===== config.mk =====
export PLATFORM = sky130hd
export DESIGN_NAME = mux_channel_scanner
export DESIGN_NICKNAME = d
export VERILOG_FILES = /design/src/rtl/mux_pkg.sv /design/src/rtl/rr_arbiter16.sv /design/src/rtl/mux_channel_scanner.sv
export SDC_FILE = /design/constraint.sdc
export NUM_CORES = 1
export LEC_CHECK = 0
export ABC_AREA = 1
export BUFFER_PORTS_ARGS = -buffer_cell sky130_fd_sc_hd__buf_2
export CAP_MARGIN = 5
export CORE_ASPECT_RATIO = 1.1
export CORE_MARGIN = 2
export CORE_UTILIZATION = 40
export CTS_BUF_LIST = sky130_fd_sc_hd__clkbuf_4 sky130_fd_sc_hd__clkbuf_8
export DETAILED_ROUTE_END_ITERATION = 6
export GPL_ROUTABILITY_DRIVEN = 0
export HOLD_SLACK_MARGIN = 0.03
export PLACE_DENSITY_LB_ADDON = 0.15
export SYNTH_ARGS = -nofsm -noshare
export SYNTH_HDL_FRONTEND = slang
export SYNTH_SLANG_ARGS = --single-unit

===== constraint.sdc =====
create_clock -name clk -period 3.7 [get_ports clk]
set_input_delay 0.37 -clock clk [delete_from_list [all_inputs] [get_ports clk]]
set_output_delay 0.37 -clock clk [all_outputs]
set_load 0.01 [all_outputs]

===== src/rtl/mux_pkg.sv =====
`default_nettype none
// ============================================================================
// Module      : mux_pkg
// Description : Shared constants and state type for the mux channel scanner.
// Revision    : 1.0 - initial release
// ============================================================================
package mux_pkg;

    localparam int NCH   = 16;
    localparam int SEL_W = 4;

    typedef enum logic [1:0] {
        ST_IDLE = 2'd0,
        ST_WAIT = 2'd1,
        ST_HOLD = 2'd2
    } scan_state_t;

endpackage : mux_pkg
`default_nettype wire


===== src/rtl/rr_arbiter16.sv =====
`default_nettype none
// ============================================================================
// Module      : rr_arbiter16
// Description : Combinational 16-way round-robin picker starting after last grant.
// Revision    : 1.0 - initial release
// ============================================================================
module rr_arbiter16
    import mux_pkg::*;
(
    input  logic [NCH-1:0]   i_pending,
    input  logic [SEL_W-1:0] i_last_grant,
    output logic [SEL_W-1:0] o_grant,
    output logic             o_valid
);

    logic [SEL_W-1:0] w_idx;

    // Walk offsets from farthest to nearest so the nearest set bit is written last.
    always_comb begin
        o_grant = '0;
        o_valid = 1'b0;
        w_idx   = '0;
        for (int i = NCH; i >= 1; i--) begin
            w_idx = i_last_grant + SEL_W'(i);
            if (i_pending[w_idx]) begin
                o_grant = w_idx;
                o_valid = 1'b1;
            end
        end
    end

endmodule : rr_arbiter16
`default_nettype wire


===== src/rtl/mux_channel_scanner.sv =====
`default_nettype none
// ============================================================================
// Module      : mux_channel_scanner
// Description : Scans requesting channels through an external 16:1 mux and
//               hands each captured word to a valid/ready consumer.
// Revision    : 1.0 - initial release
// ============================================================================
module mux_channel_scanner
    import mux_pkg::*;
#(
    parameter int DW      = 8,
    parameter int MUX_LAT = 0
)(
    input  logic             clk,
    input  logic             rst,
    input  logic [NCH-1:0]   req,
    output logic [SEL_W-1:0] sel,
    input  logic [DW-1:0]    mux_out,
    output logic             m_valid,
    input  logic             m_ready,
    output logic [DW-1:0]    m_data,
    output logic [SEL_W-1:0] m_chan,
    output logic [NCH-1:0]   pending,
    output logic             busy
);

    scan_state_t      r_state;
    scan_state_t      w_next_state;
    logic [NCH-1:0]   r_pending;
    logic [SEL_W-1:0] r_sel;
    logic [SEL_W-1:0] r_last;
    logic [1:0]       r_cnt;
    logic             r_valid;
    logic [DW-1:0]    r_data;
    logic [SEL_W-1:0] r_chan;

    logic [SEL_W-1:0] w_grant_idx;
    logic             w_any;
    logic             w_do_grant;
    logic             w_capture;
    logic             w_handshake;
    logic [NCH-1:0]   w_grant_mask;

    rr_arbiter16 u_arb (
        .i_pending    (r_pending),
        .i_last_grant (r_last),
        .o_grant      (w_grant_idx),
        .o_valid      (w_any)
    );

    assign w_handshake  = (r_state == ST_HOLD) && r_valid && m_ready;
    assign w_grant_mask = w_do_grant ? ({{(NCH-1){1'b0}}, 1'b1} << w_grant_idx) : '0;

    always_comb begin
        w_next_state = r_state;
        w_do_grant   = 1'b0;
        w_capture    = 1'b0;
        case (r_state)
            ST_IDLE: begin
                if (w_any) begin
                    w_do_grant   = 1'b1;
                    w_next_state = ST_WAIT;
                end
            end
            ST_WAIT: begin
                if (r_cnt == 2'd0) begin
                    w_capture    = 1'b1;
                    w_next_state = ST_HOLD;
                end
            end
            ST_HOLD: begin
                // Back-to-back grant on the handshake edge keeps 2-cycle throughput.
                if (w_handshake) begin
                    if (w_any) begin
                        w_do_grant   = 1'b1;
                        w_next_state = ST_WAIT;
                    end else begin
                        w_next_state = ST_IDLE;
                    end
                end
            end
            default: w_next_state = ST_IDLE;
        endcase
    end

    always_ff @(posedge clk) begin
        if (rst) begin
            r_state   <= ST_IDLE;
            r_pending <= '0;
            r_sel     <= '0;
            r_last    <= SEL_W'(NCH - 1);
            r_cnt     <= 2'd0;
            r_valid   <= 1'b0;
            r_data    <= '0;
            r_chan    <= '0;
        end else begin
            r_state   <= w_next_state;
            // A new request on the grant edge re-arms the bit being cleared.
            r_pending <= (r_pending & ~w_grant_mask) | req;
            if (w_do_grant) begin
                r_sel  <= w_grant_idx;
                r_last <= w_grant_idx;
                r_cnt  <= 2'(MUX_LAT);
            end else if ((r_state == ST_WAIT) && (r_cnt != 2'd0)) begin
                r_cnt  <= r_cnt - 2'd1;
            end
            if (w_capture) begin
                r_valid <= 1'b1;
                r_data  <= mux_out;
                r_chan  <= r_sel;
            end else if (w_handshake) begin
                r_valid <= 1'b0;
            end
        end
    end

    assign sel     = r_sel;
    assign m_valid = r_valid;
    assign m_data  = r_data;
    assign m_chan  = r_chan;
    assign pending = r_pending;
    assign busy    = (r_state != ST_IDLE);

endmodule : mux_channel_scanner
`default_nettype wire

==> metrics.txt, run 1 <==
# TYPE chip_impl_metric gauge
chip_impl_info{name="run_status",value="completed"} 1
chip_impl_metric{name="synthCells",unit=""} 573
chip_impl_metric{name="grt_pass1_vias",unit=""} 3565
chip_impl_metric{name="wire_length_of_the_first_global_routing_pass",unit="um"} 17000
chip_impl_metric{name="drt-total-wl",unit="um"} 10100
chip_impl_metric{name="synth.cell_area",unit="um^2"} 3230
chip_impl_metric{name="synth-seq-cells",unit=""} 41
chip_impl_info{name="timing.rr.end",value="pending[6]"} 1
chip_impl_metric{name="die_w",unit="um"} 89.7
chip_impl_metric{name="fin_cells",unit=""} 742
chip_impl_metric{name="worstPathMaxFanout",unit=""} 9
chip_impl_metric{name="cts.clk_slew.worst_paths",unit="ps"} 90
chip_impl_metric{name="detailedRoute.firstPassIterationCount",unit=""} 5
chip_impl_metric{name="grt_usage",unit="%"} 23.3
chip_impl_metric{name="synth_edf_count",unit=""} 0
chip_impl_metric{name="design.die.area",unit="um^2"} 8820
chip_impl_info{name="cts_tree",value="done"} 1
chip_impl_metric{name="synth-seq-area-share",unit="%"} 25.4
chip_impl_metric{name="layout-area-overhead-vs-synth",unit="%"} 17.7
chip_impl_metric{name="core_area",unit="um^2"} 7870
chip_impl_info{name="netlist_top_cells_area",value="dfxtp_1 25%, nand2_1 24%, nand3_1 13%, a21oi_1 11%, inv_1 8.8%"} 1
chip_impl_metric{name="core_rows",unit=""} 34
chip_impl_info{name="hold_path_class",value="input pin to flop"} 1
chip_impl_metric{name="buffers_added_on_ports",unit=""} 60
chip_impl_metric{name="clock-skew-final",unit="ps"} 10.7
chip_impl_info{name="cp_endpoint_kind",value="flop"} 1
chip_impl_metric{name="syn-num-nets",unit=""} 608
chip_impl_metric{name="place.detailed.instances",unit=""} 733
chip_impl_metric{name="grt_start_max_net_pins",unit=""} 27
chip_impl_info{name="setup.worst_path.class",value="flop to flop"} 1
chip_impl_metric{name="min_delay_path_depth",unit=""} 3
chip_impl_info{name="hold-path-endpoint",value="pending[14]"} 1
chip_impl_metric{name="total_of_hold_buffers_inserted_after_clock_tree_synthesis",unit=""} 0
chip_impl_info{name="layout_commonest_cell",value="nand2_1"} 1
chip_impl_metric{name="grt_antenna_before_repair",unit=""} 0
chip_impl_metric{name="wire_per_inst",unit="um"} 13.7
chip_impl_metric{name="critical_path.max_stage_delay",unit="ps"} 410
chip_impl_metric{name="cap_violations",unit=""} 0
chip_impl_metric{name="synthDistinctLibCells",unit=""} 25
chip_impl_metric{name="syn_area_per_cell",unit="um^2"} 5.64
chip_impl_metric{name="floorplan.die.height",unit="um"} 98.3
chip_impl_info{name="worst_setup_path_start_kind",value="flop"} 1
chip_impl_metric{name="setup_total_negative_slack",unit="ps"} 0
chip_impl_metric{name="count_of_pins_over_their_slew_limit",unit=""} 0
chip_impl_metric{name="number_of_design_rule_violations_left_by_the_first_detailed_router_iteration",unit=""} 296
chip_impl_metric{name="worst-r2r-setup-slack",unit="ps"} 330
chip_impl_metric{name="drt_drc_violations_left",unit=""} 0
chip_impl_metric{name="timing.max_slew.rel_slack",unit="%"} 47.5
chip_impl_metric{name="post_synth_top_area_share",unit="%"} 25.4
chip_impl_metric{name="fin_nets",unit=""} 668
chip_impl_info{name="rsz0062_at_grt",value="yes"} 1
chip_impl_metric{name="clock_tree.htree_level_count",unit=""} 2
chip_impl_metric{name="detailroute.via_count",unit=""} 3798
chip_impl_metric{name="cts_made_buffers",unit=""} 5
chip_impl_info{name="timing.critical_path.mode_cell",value="nand2_1"} 1
chip_impl_info{name="postSynth.topFlopCell",value="dfxtp_1"} 1
chip_impl_metric{name="clock_sink_count",unit=""} 41
chip_impl_metric{name="minimum_period_implied_by_the_final_worst_setup_slack",unit="ps"} 3370
chip_impl_metric{name="overflow",unit=""} 0
chip_impl_info{name="launch_point_of_the_worst_hold_path",value="req[14]"} 1
chip_impl_metric{name="clk_latency",unit="ps"} 300
chip_impl_info{name="regToRegStartpoint",value="r_last[1]"} 1
chip_impl_info{name="post-synth-top-area-cell",value="dfxtp_1"} 1
chip_impl_metric{name="synthArstFlopShare",unit="%"} 0
chip_impl_info{name="critical_path.slowest_cell",value="dfxtp_1"} 1
chip_impl_metric{name="layout.core_utilization",unit="%"} 48.4
chip_impl_metric{name="report.final.hold_viol_count",unit=""} 0
chip_impl_metric{name="ant_nets",unit=""} 0
chip_impl_metric{name="top_level_ports",unit=""} 61
chip_impl_metric{name="synth.yosys.warnings",unit=""} 0
chip_impl_info{name="final_cell_mix",value="207 x nand2_1, 80 x nand3_1, 74 x inv_1"} 1
chip_impl_metric{name="worstPathArrival",unit="ps"} 3550
chip_impl_metric{name="finalSetupViolations",unit=""} 0
chip_impl_metric{name="initial_util",unit="%"} 41.1
chip_impl_metric{name="maximum_root_to_sink_buffer_count",unit=""} 2
chip_impl_metric{name="drt-vias-per-instance",unit=""} 5.12
chip_impl_metric{name="post_route_clock_period_utilization",unit="%"} 91.2
chip_impl_info{name="clk_root_buffer_cell",value="clkbuf_8"} 1
chip_impl_metric{name="place.detailed.hpwl",unit="um"} 8000
chip_impl_metric{name="pin_slew_with_the_least_headroom_to_its_limit",unit="ps"} 786
chip_impl_metric{name="drive_gt1_share",unit="%"} 15.8
chip_impl_metric{name="antenna_cells",unit=""} 0
chip_impl_metric{name="crit_required",unit="ps"} 3870
chip_impl_metric{name="max_clock_freq",unit="MHz"} 296
chip_impl_metric{name="r2r_cells",unit=""} 29
## critical path: cells and delay by family, from the launching register on
kind	cells	cell delay, ps
adders and majority gates	1	350
DFF	1	410
buffers and inverters	3	470
and+or+nand+nor	24	1950
AOI/OAI and AO/OA	1	50
## layer usage
layer  share of wire [%]  vias up  track usage [%]
met3                 5.4       26             2.47
met4                 2.9        0             8.64
met1                  46     1680             30.9
li1                    -     1955                -
met2                  46      137             39.5
met5                   0        -                0
## cells in the mapped netlist (2+ instances only)
cell type	instances
inv_1	76
a21oi_2	2
buf_4	2
nand2_2	6
nand3_1	82
inv_2	6
a21oi_1	70
nor2_1	19
buf_2	5
o211ai_1	5
dfxtp_1	41
o21bai_1	4
nor4_1	3
xor2_1	3
clkbuf_1	7
ha_1	8
nand2_1	207
o21ai_0	20
## worst max-delay path by stage
stage / start / end / slack, ps / cells past startpoint
5_1_grt: r_last[0] / pending[10] / -30 / 31
2_1_floorplan: r_last[0] / pending[7] / 520 / 29
3_3_place_gp: r_last[1] / pending[3] / 150 / 25
4_1_cts: r_last[1] / pending[3] / 130 / 25
6_report: r_last[1] / pending[6] / 330 / 29
3_5_place_dp: r_last[1] / pending[3] / 150 / 25
## state kept, by name, summed over array words and instances (netlist names)
signal   flops
sel          4
r_cnt        2
r_last       4
m_data       8
r_state      2
m_valid      1
pending     16
m_chan       4
## layout make-up
class	count	area, um^2
fill	835	4060
multi-input combinational	435	2070
sequential	41	821
timing repair buffer	68	372
inverter	82	312
tap	108	135
clock buffer	5	68.8
clock inverter	3	25.0
## cells by family after synthesis
kind of cell / count (synthesis) / share of synthesized area, %
and+or+nand+nor: 319 / 41.1
AOI/OAI and AO/OA: 104 / 17.2
adders and majority gates: 8 / 3.10
DFF: 41 / 25.4
xor gates and xnor gates: 4 / 1.32
buffers and inverters: 97 / 11.9
## repair_timing
action                     CTS  global route
resized for setup            0            16
setup endpoints to repair    0            18
buffers inserted             0             1
## stage by stage
step           instance area, um^2  hold WS [ps]  setup WS (ps)
2_1_floorplan                 3230           439            516
3_3_place_gp                  3640           429            150
3_5_place_dp                  3640           436            154
4_1_cts                       3740           292            128
5_1_grt                       3810           308          -27.3
6_report                      3810           298            327
Power of run 1 is left out: the tool's default activity adds up to more than one toggle a clock period on the data nets, which glitch-free logic cannot reach.
==> inputs of run 2 (changes only) <==
--- a/config.mk
+++ b/config.mk
@@ -15,7 +15,6 @@
 export DETAILED_ROUTE_END_ITERATION = 6
 export GPL_ROUTABILITY_DRIVEN = 0
 export HOLD_SLACK_MARGIN = 0.03
-export PLACE_DENSITY_LB_ADDON = 0.15
 export SYNTH_ARGS = -nofsm -noshare
 export SYNTH_HDL_FRONTEND = slang
 export SYNTH_SLANG_ARGS = --single-unit
==> metrics.txt, run 2 (synthesis results as in run 1) <==
# TYPE chip_impl_metric gauge
chip_impl_metric{name="cts.clk_slew.worst_paths",unit="ps"} 80
chip_impl_metric{name="minimum_period_implied_by_the_final_worst_setup_slack",unit="ps"} 3420
chip_impl_metric{name="core_rows",unit=""} 34
chip_impl_metric{name="finalSetupViolations",unit=""} 0
chip_impl_metric{name="number_of_design_rule_violations_left_by_the_first_detailed_router_iteration",unit=""} 263
chip_impl_metric{name="drt_drc_violations_left",unit=""} 0
chip_impl_metric{name="layout-area-overhead-vs-synth",unit="%"} 17.2
chip_impl_metric{name="count_of_pins_over_their_slew_limit",unit=""} 0
chip_impl_metric{name="core_area",unit="um^2"} 7870
chip_impl_metric{name="wire_per_inst",unit="um"} 13.7
chip_impl_metric{name="clock-skew-final",unit="ps"} 8.53
chip_impl_info{name="layout_commonest_cell",value="nand2_1"} 1
chip_impl_metric{name="pin_slew_with_the_least_headroom_to_its_limit",unit="ps"} 825
chip_impl_metric{name="fin_cells",unit=""} 744
chip_impl_info{name="worst_setup_path_start_kind",value="flop"} 1
chip_impl_metric{name="initial_util",unit="%"} 41.1
chip_impl_metric{name="crit_required",unit="ps"} 3870
chip_impl_metric{name="drt-vias-per-instance",unit=""} 5.17
chip_impl_metric{name="clock_tree.htree_level_count",unit=""} 2
chip_impl_info{name="clk_root_buffer_cell",value="clkbuf_8"} 1
chip_impl_info{name="hold_path_class",value="input pin to flop"} 1
chip_impl_metric{name="timing.max_slew.rel_slack",unit="%"} 44.9
chip_impl_metric{name="worst-r2r-setup-slack",unit="ps"} 280
chip_impl_info{name="critical_path.slowest_cell",value="ha_2"} 1
chip_impl_info{name="setup.worst_path.class",value="flop to flop"} 1
chip_impl_metric{name="drt-total-wl",unit="um"} 10200
chip_impl_info{name="final_cell_mix",value="207 x nand2_1, 81 x nand3_1, 75 x inv_1"} 1
chip_impl_metric{name="die_w",unit="um"} 89.7
chip_impl_metric{name="top_level_ports",unit=""} 61
chip_impl_metric{name="fin_nets",unit=""} 670
chip_impl_metric{name="maximum_root_to_sink_buffer_count",unit=""} 2
chip_impl_metric{name="grt_usage",unit="%"} 23.0
chip_impl_metric{name="grt_start_max_net_pins",unit=""} 27
chip_impl_metric{name="clock_sink_count",unit=""} 41
chip_impl_info{name="run_status",value="completed"} 1
chip_impl_metric{name="ant_nets",unit=""} 0
chip_impl_metric{name="grt_antenna_before_repair",unit=""} 0
chip_impl_metric{name="worstPathMaxFanout",unit=""} 7
chip_impl_metric{name="grt_pass1_vias",unit=""} 3548
chip_impl_metric{name="critical_path.max_stage_delay",unit="ps"} 400
chip_impl_metric{name="cap_violations",unit=""} 0
chip_impl_metric{name="report.final.hold_viol_count",unit=""} 0
chip_impl_metric{name="post_route_clock_period_utilization",unit="%"} 92.3
chip_impl_metric{name="wire_length_of_the_first_global_routing_pass",unit="um"} 16700
chip_impl_info{name="cp_endpoint_kind",value="flop"} 1
chip_impl_info{name="rsz0062_at_grt",value="yes"} 1
chip_impl_metric{name="clk_latency",unit="ps"} 300
chip_impl_metric{name="design.die.area",unit="um^2"} 8820
chip_impl_metric{name="cts_made_buffers",unit=""} 5
chip_impl_metric{name="detailroute.via_count",unit=""} 3846
chip_impl_metric{name="buffers_added_on_ports",unit=""} 60
chip_impl_metric{name="drive_gt1_share",unit="%"} 15.6
chip_impl_info{name="cts_tree",value="done"} 1
chip_impl_metric{name="place.detailed.instances",unit=""} 732
chip_impl_metric{name="largest_register_ff_count",unit=""} 16
chip_impl_info{name="timing.critical_path.mode_cell",value="nand2_1"} 1
chip_impl_metric{name="floorplan.die.height",unit="um"} 98.3
chip_impl_metric{name="worstPathArrival",unit="ps"} 3580
chip_impl_metric{name="detailedRoute.firstPassIterationCount",unit=""} 5
chip_impl_metric{name="overflow",unit=""} 0
chip_impl_metric{name="place.detailed.hpwl",unit="um"} 7950
chip_impl_metric{name="antenna_cells",unit=""} 0
chip_impl_metric{name="max_clock_freq",unit="MHz"} 293
run 2: cell types whose count changed in the layout (fill, tap and decap cells not counted), sizes merged:
cell / delta
clkinvlp: +1
buf: +1
run 2: layer usage:
metal	up-vias	track usage (%)	part of all wire [%]	routed length, um
li1	1959	-	-	-
met1	1701	30.3	45	4590
met2	166	39.2	46	4710
met3	20	3.32	6.5	664
met4	0	6.98	2.1	217
met5	-	0	0	0
run 2: layout make-up:
cell class	count	area, um^2
fillers	860	4080
well taps	108	135
clock inverters	3	21.3
inverters	82	314
clock buffers	5	68.8
flip-flops and latches	41	821
multi-input cells	435	2050
repair buffers	69	379
repair inverters	1	5.00
run 2: through the flow:
step	setup WS, ps	instance area [um^2]	util (%)	setup TNS (ps)	hold slack [ps]
after global placement	346	3640	46.2	0	429
final	284	3790	48.2	0	305
after CTS	331	3730	47.3	0	297
after detailed placement	359	3640	46.2	0	433
after global routing	-19.5	3790	48.2	-69.3	307
after floorplan	516	3230	-	0	439
run 2: timing repair:
action | in CTS | in global routing
setup buffers | 0 | 3
gates resized for setup | 0 | 11
endpoints found under the hold margin | 0 | 0
hold buffers | 0 | 0
endpoints found under the setup margin | 0 | 16
run 2: critical path, delay by kind of cell, from the launching register on:
kind                     cells  cell delay (ps)
AO/OA/AOI/OAI                1               60
adder cells (fa/ha/maj)      1              400
buffers and inverters        3              520
flip-flops                   1              360
AND/OR/NAND/NOR             24             1930
run 2: final timing paths:
kind | start | cells after the start | end
min reg2reg | m_data[5] | 2 | m_data[5]
min | req[11] | 3 | pending[11]
max | r_last[1] | 29 | pending[6]
max reg2reg | r_last[1] | 29 | pending[6]
Power of run 2 is left out for the same reason.
